--- config.mk ---
export PLATFORM = sky130hd
export DESIGN_NAME = program_loader_flat
export DESIGN_NICKNAME = d
export VERILOG_FILES = /design/src/rtl/program_loader_if.sv /design/src/rtl/program_loader.sv /design/src/flat_wrapper.sv
export SDC_FILE = /design/constraint.sdc
export NUM_CORES = 1
export LEC_CHECK = 0
export CORE_ASPECT_RATIO = 0.6
export CORE_UTILIZATION = 60
export DETAILED_ROUTE_END_ITERATION = 16
export PLACE_DENSITY_LB_ADDON = 0.15
export RECOVER_POWER = 100
export SETUP_SLACK_MARGIN = 0.2
export SYNTH_ARGS = -nofsm -noshare
export SYNTH_HDL_FRONTEND = slang
export SYNTH_SLANG_ARGS = --single-unit
--- constraint.sdc ---
create_clock -name CLOCK -period 2.4 [get_ports CLOCK]
set_input_delay 0.24 -clock CLOCK [delete_from_list [all_inputs] [get_ports CLOCK]]
set_output_delay 0.24 -clock CLOCK [all_outputs]
set_load 0.05 [all_outputs]
--- src/rtl/program_loader_if.sv ---
// Byte-stream handshake between a program source and the loader.
interface program_loader_if #(parameter int WIDTH = 8);
    logic [WIDTH-1:0] RX_DATA;
    logic             RX_VALID;
    logic             RX_READY;

    modport master (output RX_DATA, output RX_VALID, input RX_READY);
    modport slave  (input RX_DATA, input RX_VALID, output RX_READY);
endinterface

--- src/rtl/program_loader.sv ---
// Program store for the state-machine CPU: loads a framed, checksummed byte stream
// into program memory and holds the CPU in reset until a good frame has landed.
//
// state  | meaning
// IDLE   | after reset, waiting for LOAD_START
// LEN    | expecting the frame length byte
// DATA   | storing data bytes at 0..LEN-1
// CSUM   | expecting the checksum byte
// RUN    | program valid, CPU released
// ERR    | bad length or checksum, CPU held
module program_loader #(
    parameter int               MEMSIZE = 16,
    parameter int               WIDTH   = 8,
    parameter logic [WIDTH-1:0] FILL    = 8'hF0
) (
    input  logic                 CLOCK,
    input  logic                 RESET,
    input  logic                 LOAD_START,
    program_loader_if.slave      rx,
    input  logic [WIDTH-1:0]     RD_ADDR,
    output logic [WIDTH-1:0]     RD_DATA,
    output logic                 CPU_RESET,
    output logic                 BUSY,
    output logic                 ERROR,
    output logic [WIDTH-1:0]     LOADED_LEN
);
    localparam int               AW      = (MEMSIZE > 1) ? $clog2(MEMSIZE) : 1;
    localparam logic [WIDTH-1:0] MEM_LIM = WIDTH'(MEMSIZE);

    typedef enum logic [2:0] {
        S_IDLE, S_LEN, S_DATA, S_CSUM, S_RUN, S_ERR
    } state_t;

    state_t           state, state_nxt;
    logic [WIDTH-1:0] mem [MEMSIZE];
    logic [WIDTH-1:0] ptr_q, sum_q, len_q;
    logic             xfer, clear, wr_en, latch_len, accept;

    always_ff @(posedge CLOCK) begin
        if (RESET) state <= S_IDLE;
        else       state <= state_nxt;
    end

    always_comb begin
        state_nxt   = state;
        clear       = 1'b0;
        wr_en       = 1'b0;
        latch_len   = 1'b0;
        accept      = 1'b0;
        rx.RX_READY = (state == S_LEN) || (state == S_DATA) || (state == S_CSUM);
        BUSY        = rx.RX_READY;
        CPU_RESET   = (state != S_RUN);
        ERROR       = (state == S_ERR);
        xfer        = rx.RX_VALID && rx.RX_READY;

        // A restart request outranks any byte offered on the same edge.
        if (LOAD_START) begin
            state_nxt = S_LEN;
            clear     = 1'b1;
        end else begin
            case (state)
                S_LEN: if (xfer) begin
                    if (rx.RX_DATA == '0 || rx.RX_DATA > MEM_LIM) begin
                        state_nxt = S_ERR;
                    end else begin
                        state_nxt = S_DATA;
                        latch_len = 1'b1;
                    end
                end
                S_DATA: if (xfer) begin
                    wr_en = 1'b1;
                    if (ptr_q + WIDTH'(1) == len_q) state_nxt = S_CSUM;
                end
                S_CSUM: if (xfer) begin
                    if (rx.RX_DATA == sum_q) begin
                        state_nxt = S_RUN;
                        accept    = 1'b1;
                    end else begin
                        state_nxt = S_ERR;
                    end
                end
                default: state_nxt = state;
            endcase
        end
    end

    always_ff @(posedge CLOCK) begin
        if (RESET || clear) begin
            for (int i = 0; i < MEMSIZE; i++) mem[i] <= FILL;
            ptr_q <= '0;
            sum_q <= '0;
            if (RESET) begin
                len_q      <= '0;
                LOADED_LEN <= '0;
            end
        end else begin
            if (latch_len) len_q <= rx.RX_DATA;
            if (wr_en) begin
                mem[ptr_q[AW-1:0]] <= rx.RX_DATA;
                ptr_q              <= ptr_q + WIDTH'(1);
                sum_q              <= sum_q + rx.RX_DATA;
            end
            if (accept) LOADED_LEN <= len_q;
        end
    end

    // Unclocked read: a same-cycle write is seen only after the edge.
    assign RD_DATA = (RD_ADDR < MEM_LIM) ? mem[RD_ADDR[AW-1:0]] : FILL;

endmodule

--- src/flat_wrapper.sv ---
// flat-port wrapper written by rule: the top's interface ports become plain ports
module program_loader_flat 
#(
    parameter int               MEMSIZE = 16,
    parameter int               WIDTH   = 8,
    parameter logic [WIDTH-1:0] FILL    = 8'hF0
)
  (CLOCK, RESET, LOAD_START, RD_ADDR, RD_DATA, CPU_RESET, BUSY, ERROR, LOADED_LEN, rx_RX_DATA, rx_RX_VALID, rx_RX_READY);
  program_loader_if #(.WIDTH(WIDTH)) rx_i ();
  input  logic CLOCK;
  input  logic RESET;
  input  logic LOAD_START;
  input  logic [WIDTH-1:0] RD_ADDR;
  output logic [WIDTH-1:0] RD_DATA;
  output logic CPU_RESET;
  output logic BUSY;
  output logic ERROR;
  output logic [WIDTH-1:0] LOADED_LEN;
  input wire logic [$bits(rx_i.RX_DATA)-1:0] rx_RX_DATA;
  input wire logic [$bits(rx_i.RX_VALID)-1:0] rx_RX_VALID;
  output wire logic [$bits(rx_i.RX_READY)-1:0] rx_RX_READY;
  assign rx_i.RX_DATA = rx_RX_DATA;
  assign rx_i.RX_VALID = rx_RX_VALID;
  assign rx_RX_READY = rx_i.RX_READY;
  program_loader #(.MEMSIZE(MEMSIZE), .WIDTH(WIDTH), .FILL(FILL)) u_core (.CLOCK(CLOCK), .RESET(RESET), .LOAD_START(LOAD_START), .rx(rx_i), .RD_ADDR(RD_ADDR), .RD_DATA(RD_DATA), .CPU_RESET(CPU_RESET), .BUSY(BUSY), .ERROR(ERROR), .LOADED_LEN(LOADED_LEN));
endmodule
==> metrics.txt <==
peak supply drop=0.571 mV; routed via count=5596; status=finished, violations left; Avg Vias per Cell=6.45; wire per inst=23.3 um; cell mode on critical path=mux4_2; Synth Area in Simple Gates=0.198; number of synthesized register bits=163; Switch Pwr=1540 uW; most common cell after layout, fill and taps aside=edfxtp_1; failing checks=negative setup slack; Detail Placement HPWL=14.7 mm; Setup Total Neg Slack=-0.0281 ns; largest stage delay on the critical path=0.50 ns; Antenna diodes=0; Initial Util=0.619; Post-Route WL=20.2 mm; top_reg_cell synth=edfxtp_1; Worst slew margin=0.554; Crit Path Class=register to output pin; ANT nets after route=0; synth top area cells=edfxtp_1, mux4_2, dfxtp_1, and3_1, or3_1; final instance area=0.00945 mm^2; Sequential Power Share=0.505; Num CTS Buffers=17; Worst path slowest cell=mux4_2; clock sinks=163; fraction of power consumed by the clock network=0.419; Comb power frac=0.076; RSZ-0062 raised after global routing=true; minimum clock period=2.42 ns; total gr overflow=0; Yosys cell types=48; crit path capture type=output pin; Finished Layout Cells=868; Crit path arrival time=2.18 ns; CTS H-Tree Depth=4; Setup Viol. Count Final=2; Worst path top cell family by delay=multiplexers; CTS Hold Bufs=0; Post-synth EDFFs=144; Slew Limit Fails=0; switching part of the total power=0.241; Leak=0.00338 uW; Synth Area in Adders=0.0197; GR Util All Layers=0.317; Critical Path, Cell by Cell=mux4_2 -> mux4_2 -> and2_4 -> buf_8; final hold vios=0; Synth Area in Compound Gates=0.0303; total power=6400 uW; DP Cell Count=835; clk slew on worst S/H paths=0.07 ns; power per standard cell area=677 mW/mm^2; Site Rows=32; yosys warns=0; Post-synth ARST share=0; Final Skew=0.00568 ns; core area=0.0129 mm^2; Synth top area share=0.540; clk buf depth=2; mux cell area share after synthesis=0.115; number of global-route vias before repair=5194; Mapped Area=0.00801 mm^2; area leader, netlist=edfxtp_1; largest net degree at the start of global routing=32; crit start category=register; register area share after synthesis=0.588; Mean Syn Cell Area=13.1 um^2; CTS tree=built; global-route wire length before repair=31.1 mm; WP buf/inv=1; Post-Route Utilization=0.731; largest family of logic cells by synthesized area=simple AND/OR/NAND/NOR gates; Die Width=151 um; post-route setup slack=-0.0210 ns; Critical Path Fanout Max=1; Root Driver=clkbuf_16; Max-cap violations=0; commonest cells after routing, fill and taps aside=edfxtp_1, and3_1, or3_1; die area=0.0138 mm^2; worst slew pin tran=0.670 ns; cell internal pwr=4860 uW; Post-Synth XOR/XNOR Area=0.0175; worst skew pair latency=0.43 ns; TritonRoute pass-1 iters=5; Starting DRT DRC Count=792; placer congestion estimate=0.931; Post-Syn Instances=610; Port Buffer Count=39; Req. time, crit path=2.16 ns; Remaining DRCs=0; Area Overhead vs Synth=18.1%; initial antenna violation count=1; Peak Freq=413 MHz; syn_nets=642; fin crit share=1.01; Hold Path Class=register to register; Ports=40; Vert. Die Dim=91.5 um; share of layout cells above drive strength 1=0.199; dpl cell area=0.00893 mm^2; Final #Nets=717
[state kept, by name (all words and copies together), names as in the netlist]
signal,cells
u_core.sum_q,8
u_core.state,3
u_core.mem,128
u_core.ptr_q,8
u_core.LOADED_LEN,8
u_core.len_q,8
[power groups by stage]
stage               Combinational, uW  Sequential, uW  Clock, uW
finish                            484            3230       2680
global route                      511            3240       2800
CTS                               508            3230       2710
detailed placement                495            3290          0
global placement                  483            3290          0
floorplan                         268            3280          0
[kinds of logic after synthesis]
group / after synthesis
compound gates: 35
xor+xnor: 16
fa+ha+maj: 12
buf+inv: 57
flops: 163
mux: 42
simple gates: 285
[cell usage after synthesis, types with 3 or more instances]
cell        n
nand2_1    47
mux4_2     40
clkbuf_1   34
dfxtp_1    19
inv_1       6
o21ai_0     7
nor2b_1     8
nor3b_2     3
nand3b_1    6
nand4_1     3
nor4_1     10
edfxtp_1  144
o21bai_1    4
a21oi_1     7
nand2b_1   22
nor3_1      8
buf_1       5
or3_1      50
buf_6       3
xnor2_1    12
nand3_1     7
and2_1     21
and3_1     51
nor2_1     39
ha_1       11
buf_2       6
xor2_1      4
nor3b_1     5
[worst register-to-register path, cell delays in order, from the launching register on]
cell	delay, ns
dfxtp_1	0.36
nor3b_1	0.28
clkbuf_1	0.20
nor3b_2	0.33
nand3b_1	0.12
buf_4	0.20
nor3_1	0.26
clkbuf_4	0.23
nand2b_1	0.05
[worst paths after layout]
check                         from               end  slack [ns]  cells after the start
setup reg to reg   u_core.state[2]  u_core.mem[0][6]        0.12                      8
hold reg to reg    u_core.sum_q[0]   u_core.sum_q[0]        0.47                      2
setup / recovery  u_core.mem[6][1]        RD_DATA[1]       -0.02                      4
hold / removal     u_core.sum_q[0]   u_core.sum_q[0]        0.47                      2
[per-stage QoR]
stage               hold slack (ns)  worst slack, ns
detailed placement            0.459          -0.0432
global route                  0.489          -0.0536
floorplan                     0.414            0.282
CTS                           0.468         -0.00748
finish                        0.465          -0.0210
global placement              0.446          -0.0333
[what timing repair did]
action	in CTS	in global routing
pin swaps	4	0
setup endpoints to repair	11	23
gates resized for setup	22	5
setup buffers	0	0
gates cloned	1	0
[layer usage]
| metal | GRT usage | vias up | wire [um] |
|---|---|---|---|
| li1 | - | 2463 | - |
| met1 | 0.514 | 2747 | 8810 |
| met2 | 0.407 | 359 | 8310 |
| met3 | 0.0990 | 27 | 2840 |
| met4 | 0.0808 | 0 | 257 |
| met5 | 0 | - | 0 |
[area by class of cell]
class	instances	area (um^2)
Inverter	7	26.3
Timing Repair Buffer	106	876
Clock buffer	18	429
Tap cell	170	213
Fill cell	860	3480
Sequential cell	163	4710
Clock inverter	14	145
Multi-Input combinational cell	390	3060
Power figures use the tool's default switching activity.
